<file path="config.mk">
export PLATFORM = sky130hd
export DESIGN_NAME = scroll_ctrl_flat
export DESIGN_NICKNAME = d
export VERILOG_FILES = /design/src/rtl/scroll_ctrl_if.sv /design/src/rtl/scroll_ctrl.sv /design/src/flat_wrapper.sv
export SDC_FILE = /design/constraint.sdc
export NUM_CORES = 1
export LEC_CHECK = 0
export BUFFER_PORTS_ARGS = -buffer_cell sky130_fd_sc_hd__buf_4
export CAP_MARGIN = 5
export CORE_MARGIN = 2
export CORE_UTILIZATION = 64
export CTS_CLUSTER_DIAMETER = 150
export CTS_CLUSTER_SIZE = 14
export DETAILED_ROUTE_END_ITERATION = 10
export PLACE_DENSITY = 0.81
export SYNTH_ARGS = -nofsm -noshare
export SYNTH_HDL_FRONTEND = slang
export SYNTH_SLANG_ARGS = --single-unit
</file>
<file path="constraint.sdc">
create_clock -name clk -period 5.07 [get_ports clk]
set_clock_uncertainty 0.05 [all_clocks]
set_input_delay 1.014 -clock clk [delete_from_list [all_inputs] [get_ports clk]]
set_output_delay 1.014 -clock clk [all_outputs]
set_load 0.01 [all_outputs]
</file>
<file path="src/rtl/scroll_ctrl_if.sv">
// Signal bundle between the scroll controller and its buttons, switches, datapath and converter.
// There is no valid/ready handshake here: inputs are levels sampled every clk, step_pulse is a one-cycle strobe.
interface scroll_ctrl_if;
  logic        start;
  logic        stop;
  logic        step;
  logic        dir;
  logic [15:0] display_in;
  logic [3:0]  pos;
  logic        step_pulse;
  logic        running;
  logic [3:0]  an;
  logic [3:0]  digit;
  logic [1:0]  fsm_state;

  modport master (
    output start, stop, step, dir, display_in,
    input  pos, step_pulse, running, an, digit, fsm_state
  );

  modport slave (
    input  start, stop, step, dir, display_in,
    output pos, step_pulse, running, an, digit, fsm_state
  );
endinterface

</file>
<file path="src/rtl/scroll_ctrl.sv">
// Scroll position controller with run/pause/single-step control and a 4-digit
// common-anode seven-segment scan multiplexer.
module scroll_ctrl #(
  parameter int STEP_DIV = 100_000_000,
  parameter int SCAN_DIV = 100_000,
  parameter int DIV_W    = 27
) (
  input  logic         clk,
  input  logic         rst,
  scroll_ctrl_if.slave bus
);

  typedef enum logic [1:0] {
    IDLE  = 2'd0,
    RUN   = 2'd1,
    PAUSE = 2'd2
  } state_t;

  localparam logic [DIV_W-1:0] STEP_LAST = DIV_W'(STEP_DIV - 1);
  localparam logic [DIV_W-1:0] SCAN_LAST = DIV_W'(SCAN_DIV - 1);

  state_t           state;
  logic [DIV_W-1:0] step_cnt;
  logic [DIV_W-1:0] scan_cnt;
  logic [1:0]       scan_idx;
  logic [3:0]       pos_q;
  logic             pulse_q;
  logic             running_q;
  logic [3:0]       an_q;
  logic [3:0]       digit_q;
  logic             start_q, stop_q, step_q;

  logic             start_rise, stop_ev, start_ev, step_ev;
  logic [3:0]       next_pos;

  // Rising edges resolved by priority: stop beats start beats step.
  always_comb begin
    stop_ev    = bus.stop & ~stop_q;
    start_rise = bus.start & ~start_q;
    start_ev   = start_rise & ~stop_ev;
    step_ev    = bus.step & ~step_q & ~stop_ev & ~start_rise;
    next_pos   = bus.dir ? (pos_q - 4'd1) : (pos_q + 4'd1);
  end

  always_ff @(posedge clk or negedge rst) begin
    if (!rst) begin
      state     <= IDLE;
      step_cnt  <= '0;
      pos_q     <= '0;
      pulse_q   <= 1'b0;
      running_q <= 1'b0;
      start_q   <= 1'b0;
      stop_q    <= 1'b0;
      step_q    <= 1'b0;
    end else begin
      start_q <= bus.start;
      stop_q  <= bus.stop;
      step_q  <= bus.step;
      pulse_q <= 1'b0;
      case (state)
        IDLE: begin
          step_cnt <= '0;
          if (start_ev) begin
            state     <= RUN;
            running_q <= 1'b1;
          end else if (step_ev) begin
            pos_q   <= next_pos;
            pulse_q <= 1'b1;
          end
        end
        RUN: begin
          // A stop freezes the prescaler and swallows a coincident terminal count.
          if (stop_ev) begin
            state     <= PAUSE;
            running_q <= 1'b0;
          end else if (step_cnt == STEP_LAST) begin
            step_cnt <= '0;
            pos_q    <= next_pos;
            pulse_q  <= 1'b1;
          end else begin
            step_cnt <= step_cnt + DIV_W'(1);
          end
        end
        PAUSE: begin
          if (stop_ev) begin
            state    <= IDLE;
            pos_q    <= '0;
            step_cnt <= '0;
          end else if (start_ev) begin
            state     <= RUN;
            running_q <= 1'b1;
          end else if (step_ev) begin
            pos_q   <= next_pos;
            pulse_q <= 1'b1;
          end
        end
        default: begin
          state     <= IDLE;
          running_q <= 1'b0;
        end
      endcase
    end
  end

  // Display scan runs regardless of the scroll state.
  always_ff @(posedge clk or negedge rst) begin
    if (!rst) begin
      scan_cnt <= '0;
      scan_idx <= '0;
      an_q     <= 4'b1111;
      digit_q  <= '0;
    end else begin
      if (scan_cnt == SCAN_LAST) begin
        scan_cnt <= '0;
        scan_idx <= scan_idx + 2'd1;
      end else begin
        scan_cnt <= scan_cnt + DIV_W'(1);
      end
      case (scan_idx)
        2'd0: begin an_q <= 4'b0111; digit_q <= bus.display_in[15:12]; end
        2'd1: begin an_q <= 4'b1011; digit_q <= bus.display_in[11:8];  end
        2'd2: begin an_q <= 4'b1101; digit_q <= bus.display_in[7:4];   end
        2'd3: begin an_q <= 4'b1110; digit_q <= bus.display_in[3:0];   end
      endcase
    end
  end

  assign bus.pos        = pos_q;
  assign bus.step_pulse = pulse_q;
  assign bus.running    = running_q;
  assign bus.an         = an_q;
  assign bus.digit      = digit_q;
  assign bus.fsm_state  = state;

endmodule

</file>
<file path="src/flat_wrapper.sv">
// flat-port wrapper written by rule: the top's interface ports become plain ports
module scroll_ctrl_flat 
#(
  parameter int STEP_DIV = 100_000_000,
  parameter int SCAN_DIV = 100_000,
  parameter int DIV_W    = 27
)
  (clk, rst, bus_start, bus_stop, bus_step, bus_dir, bus_display_in, bus_pos, bus_step_pulse, bus_running, bus_an, bus_digit, bus_fsm_state);
  scroll_ctrl_if bus_i ();
  input  logic clk;
  input  logic rst;
  input wire logic [$bits(bus_i.start)-1:0] bus_start;
  input wire logic [$bits(bus_i.stop)-1:0] bus_stop;
  input wire logic [$bits(bus_i.step)-1:0] bus_step;
  input wire logic [$bits(bus_i.dir)-1:0] bus_dir;
  input wire logic [$bits(bus_i.display_in)-1:0] bus_display_in;
  output wire logic [$bits(bus_i.pos)-1:0] bus_pos;
  output wire logic [$bits(bus_i.step_pulse)-1:0] bus_step_pulse;
  output wire logic [$bits(bus_i.running)-1:0] bus_running;
  output wire logic [$bits(bus_i.an)-1:0] bus_an;
  output wire logic [$bits(bus_i.digit)-1:0] bus_digit;
  output wire logic [$bits(bus_i.fsm_state)-1:0] bus_fsm_state;
  assign bus_i.start = bus_start;
  assign bus_i.stop = bus_stop;
  assign bus_i.step = bus_step;
  assign bus_i.dir = bus_dir;
  assign bus_i.display_in = bus_display_in;
  assign bus_pos = bus_i.pos;
  assign bus_step_pulse = bus_i.step_pulse;
  assign bus_running = bus_i.running;
  assign bus_an = bus_i.an;
  assign bus_digit = bus_i.digit;
  assign bus_fsm_state = bus_i.fsm_state;
  scroll_ctrl #(.STEP_DIV(STEP_DIV), .SCAN_DIV(SCAN_DIV), .DIV_W(DIV_W)) u_core (.clk(clk), .rst(rst), .bus(bus_i));
endmodule
</file>
# Word level (Yosys, flattened, before mapping)
# Index checks and enable logic that the tools add are counted.
[word_totals]
ff_bits = 75
word_cells = 74
inputBits = 22
output_inout_bits = 16
[op_classes]
muxes = 28
n_eq_ne = 12
bitwise_logic = 11
add_sub_neg = 5
n_reduce_logical = 6
[ops]
columns = ["cell", "n"]
rows = [
  ["two-way mux 27 bit", 4],
  ["one-hot mux 27 bit (3 select lines)", 1],
  ["adder 27 x 1 -> 27 bit (second input constant)", 2],
  ["one-hot mux 4 bit (4 select lines)", 2],
  ["equality test 27 x 17 -> 1 bit (second input constant)", 1],
  ["equality test 27 bit (second input constant)", 1],
  ["two-way mux 4 bit", 6],
  ["one-hot mux 4 bit (3 select lines)", 1],
  ["two-way mux 1 bit", 8],
  ["bitwise AND 1 bit", 6],
  ["equality test 2 bit (second input constant)", 3],
  ["two-way mux 2 bit", 3],
  ["inequality test 2 x 1 -> 1 bit (second input constant)", 3],
  ["one-hot mux 1 bit (3 select lines)", 2],
  ["one-hot mux 2 bit (3 select lines)", 1],
  ["AND reduction 3 bit", 2],
  ["NOT 1 bit", 5],
  ["adder 4 x 1 -> 4 bit (second input constant)", 1],
  ["equality test 2 x 1 -> 1 bit (second input constant)", 2],
  ["zero test 2 bit", 2],
  ["inequality test 2 bit (second input constant)", 2],
  ["subtractor 4 x 1 -> 4 bit (second input constant)", 1],
  ["nonzero test 3 bit", 1],
  ["adder 2 x 1 -> 2 bit (second input constant)", 1],
  ["AND reduction 2 bit", 1],
]

# Longest topological paths before layout
[logic_depth]
word_depth = 9
mapped_depth = 8

# Least setup slack after synthesis
# Ideal clock, no wire load.
[synth_timing]
path_type = "input-to-reg"
start = "in bus_stop"
end = "reg u_core.step_cnt[15]"
cell_stages = 5
required_ps = 4943
setup_slack_ps = 2626
arrival_ps = 2316
path_cell_list = "and3b_1 > a2111oi_4 > nand3_2 > or3_1 > a21oi_1"
[synth_via]
elab_chain_len = 3
elab_cells_between_ends = 4
[synth_rtl]
columns = ["item", "line", "text"]
rows = [
  ["from (decl)", "flat_wrapper.sv:13", "input wire logic [$bits(bus_i.stop)-1:0] bus_stop;"],
  ["bitwise AND 1 bit (*)", "scroll_ctrl.sv:38", "stop_ev = bus.stop & ~stop_q;"],
  ["inequality test 2 x 1 -> 1 bit (no line) or inequality test 2 bit (tied branches)", "-", ""],
  ["AND reduction 3 bit (no line) (*)", "-", ""],
  ["to (signal assigned)", "scroll_ctrl.sv:81", "step_cnt <= step_cnt + DIV_W'(1);"],
  ["to (decl)", "scroll_ctrl.sv:23", "logic [DIV_W-1:0] step_cnt;"],
]
# Every way passes the cells marked *; elsewhere a longest branch is shown, timed or not.
# A chain may end at the register's enable or synchronous reset.

# Worst setup path after layout
[layout_timing]
start = "reg u_core.step_cnt[0]"
end = "reg u_core.step_cnt[25]"
[layout_via]
elab_chain_len = 4
elab_cells_between_ends = 5
[layout_rtl]
columns = ["item", "line", "text"]
rows = [
  ["adder 27 x 1 -> 27 bit or equality test 27 bit (tied branches)", "scroll_ctrl.sv:81, scroll_ctrl.sv:76", ""],
  ["two-way mux 27 bit (*)", "scroll_ctrl.sv:76", "end else if (step_cnt == STEP_LAST) begin"],
  ["two-way mux 27 bit (*)", "scroll_ctrl.sv:73", "if (stop_ev) begin"],
  ["one-hot mux 27 bit (3 select lines) (*)", "scroll_ctrl.sv:60", "case (state)"],
]
# Every way passes the cells marked *; elsewhere a longest branch is shown, timed or not. The select of a mux whose other input is x is not followed.

==> results.yml <==
critical_path:
  crit_arrival_ns: 2.85
  setup.worst_path.end_class: "flip-flop"
  cpMaxStageDelayCell: "and2_1"
  slowest_delay_ns: 0.61
  crit_chain: "ha_1 -> and3_1 -> nand3_1 -> o31ai_4 -> and2_1 -> nor3_1"
  r2r_start: "u_core.step_cnt[0]$_DFFE_PN0P_"
  crit_type: "flip-flop to flip-flop"
  path_max_fanout: 17
  rr_worst_depth: 6
  rrSetupSlack_ns: 2.38
  cp.required_ns: 5.23
  startpoint_type: "flip-flop"
  reg2reg_to: "u_core.step_cnt[25]$_DFFE_PN0P_"
synthesis:
  ys_warn_count: 0
  synthArstFlopShare_pct: 100
  synth_area_sq_mm: 0.00393
  syn_nets: 411
  syn_inst: 376
  syn_avg_cell_area_sq_um: 10.4
  yosys.cell_types.count: 60
  ys_seq_elements: 75
  synth-edff-count: 0
  ys_top_cells_by_area: "dfrtp_1 45%, xnor2_1 5.4%, ha_1 3.8%"
  seq_area_frac_synth_pct: 47.9
  synth_area_leader_cell: "dfrtp_1"
  synth_top_cell_area_share_pct: 45.3
  yosys_most_used_dff: "dfrtp_1"
sta:
  tns_ns: 0
  finalCritPeriodShare_pct: 53.1
  finalSetupViolCount: 0
  period_needed_ns: 2.69
  hold_viol_final: 0
  rsz0062_at_grt: "false"
  fmax_mhz: 371
  finalMaxSlewViolations: 0
  maxSlewHeadroom_pct: 39.7
  tightestPinTransition_ns: 0.904
cells_and_area:
  fin_area_sq_mm: 0.00439
  layout_commonest_cell: "dfrtp_1"
  final_cell_mix: "71 x dfrtp_1, 39 x nor2_1, 37 x buf_4"
  area_delta_synth_final_pct: 11.7
  nets: 448
  fillCellCount: 421
  antenna_cells: 0
  drive_gt1_share_pct: 18.2
floorplanning:
  ios: 38
  die_h_um: 82.3
  die_area_sq_mm: 0.00678
  start_util_pct: 66.3
  fp-row-count: 28
  die_x_um: 82.3
  core_area_sq_mm: 0.00592
detailed_routing:
  routed_wl_um: 7470
  drt-pass1-iter-count: 5
  wl_per_cell_um: 15.1
  first_iter_violations: 168
  vias: 2881
  vias_per_cell: 5.84
  drc: 0
  ant_nets: 0
clocking:
  cts_resized: 0
  worstSkewPairLatency_ns: 0.35
  cts_setup_buffers: 0
  postCtsHoldBufs: 0
  clock_sinks: 75
  clockRootBuffer: "clkbuf_8"
  clk_pin_slew_worst_paths_ns: 0.08
  tritoncts: "done"
  clk_path_buf_depth: 2
  htreeDepth: 3
  cts_made_buffers: 9
min_path:
  min_delay_path_depth: 1
  worstHoldPathType: "flip-flop to flip-flop"
  min-delay-start: "u_core.scan_cnt[26]$_DFF_PN0_"
  hold_end: "u_core.scan_cnt[26]$_DFF_PN0_"
grt:
  grt_pass1_wl_um: 12700
  grt.total_usage_pct: 24.5
  grt_max_degree: 76
  grt_pass1_vias: 2910
  gr-total-overflow: 0
  antenna_found_initial: 0
place:
  hpwl_um: 5190
  place_congestion: 0.852
  placed_cell_area_sq_mm: 0.00423
  numPortBuffers: 37
run_status:
  status: "finished, final reports clean"
pwr:
  ir_worst_vdd_v: 0.000244
  p_per_area_mw_per_mm2: 316
  fin_total_pwr_mw: 1.39
  p_leak_nw: 1.92
run:
  maxCapViolCount: 0
[stage by stage]
step	setup slack (ns)	utilization [%]	cells	hold slack (ns)
floorplan	2.63	-	376	0.393
global placement	2.33	71.4	477	0.415
detailed placement	2.29	71.4	477	0.410
CTS	2.40	74.1	493	0.429
global route	2.20	74.1	493	0.450
finish	2.38	74.1	493	0.429
[synthesized netlist by cell type, types with 2 or more instances]
library cell and number:
xnor2_1 24, nor2b_1 5, nor4_2 2, ha_1 12
and4_1 4, nor4b_4 2, nand2_1 30, and2_1 3
clkbuf_1 2, buf_6 3, o41ai_1 2, and3_1 5
or3_1 6, a21o_1 6, buf_2 4, o21ai_0 15
nor2_1 39, a222oi_1 4, nand2b_1 3, nand4_1 15
nor3_1 9, nor3b_1 2, nand3_1 18, a22o_1 6
a21oi_1 14, o32a_1 2, inv_1 11, nor4_1 7
xor2_1 16, dfrtp_1 71, or4_1 2, dfstp_2 4
[registers in the layout, indices dropped and copies added, names as in the netlist]
| register | flops |
|---|---|
| u_core.bus.pos | 4 |
| u_core.scan_cnt | 27 |
| u_core.scan_idx | 2 |
| u_core.stop_q | 1 |
| u_core.bus.step_pulse | 1 |
| u_core.step_q | 1 |
| u_core.step_cnt | 27 |
| u_core.bus.running | 1 |
| u_core.bus.fsm_state | 2 |
| u_core.bus.an | 4 |
| u_core.start_q | 1 |
| u_core.bus.digit | 4 |
[logic make-up after synthesis]
logic type / count (synthesis) / share of synthesized area [%]
simple gates: 166 / 24.4
buf+inv: 23 / 3.00
flops: 75 / 47.9
xor+xnor: 40 / 8.92
fa+ha+maj: 13 / 4.33
compound gates: 56 / 10.5
mux: 3 / 0.924
[metal layers]
layer  routed length [um]  vias to the layer above  track usage, %
met3                  202                       14            6.20
li1                     -                     1416               -
met2                 3730                       46            41.1
met1                 3410                     1405            30.3
met4                  124                        0            9.33
met5                    0                        -               0
[worst max-delay path, delay by kind of cell, from the launching register on]
family          cells  cell delay (ns)
simple gates        4             1.43
compound gates      1             0.50
flops               1             0.38
fa+ha+maj           1             0.19
[report_power, final]
part | internal (mW) | switching (mW)
clock | 0.175 | 0.217
combinational | 0.141 | 0.187
sequential | 0.630 | 0.0359
total | 0.946 | 0.439
[worst max-delay path by stage]
stage	from	to	slack [ns]	cells past startpoint
detailed placement	bus_stop	u_core.step_cnt[17]$_DFFE_PN0P_	2.29	6
finish	u_core.step_cnt[0]$_DFFE_PN0P_	u_core.step_cnt[25]$_DFFE_PN0P_	2.38	6
global route	u_core.step_cnt[0]$_DFFE_PN0P_	u_core.step_cnt[25]$_DFFE_PN0P_	2.20	6
CTS	u_core.step_cnt[0]$_DFFE_PN0P_	u_core.step_cnt[25]$_DFFE_PN0P_	2.40	6
floorplan	bus_stop	u_core.step_cnt[15]$_DFFE_PN0P_	2.63	5
global placement	bus_stop	u_core.step_cnt[17]$_DFFE_PN0P_	2.33	6
[final cells by class]
cell class                 count  area [sq um]  area share, %
tap                           75          93.8           2.14
clock inverter                 5          30.0          0.685
sequential                    75          1880           42.9
multi-input combinational    278          1930           43.9
clock buffer                  11           131           2.99
inverter                      12          45.0           1.03
timing repair buffer          37           278           6.33
Power figures use the tool's default switching activity.
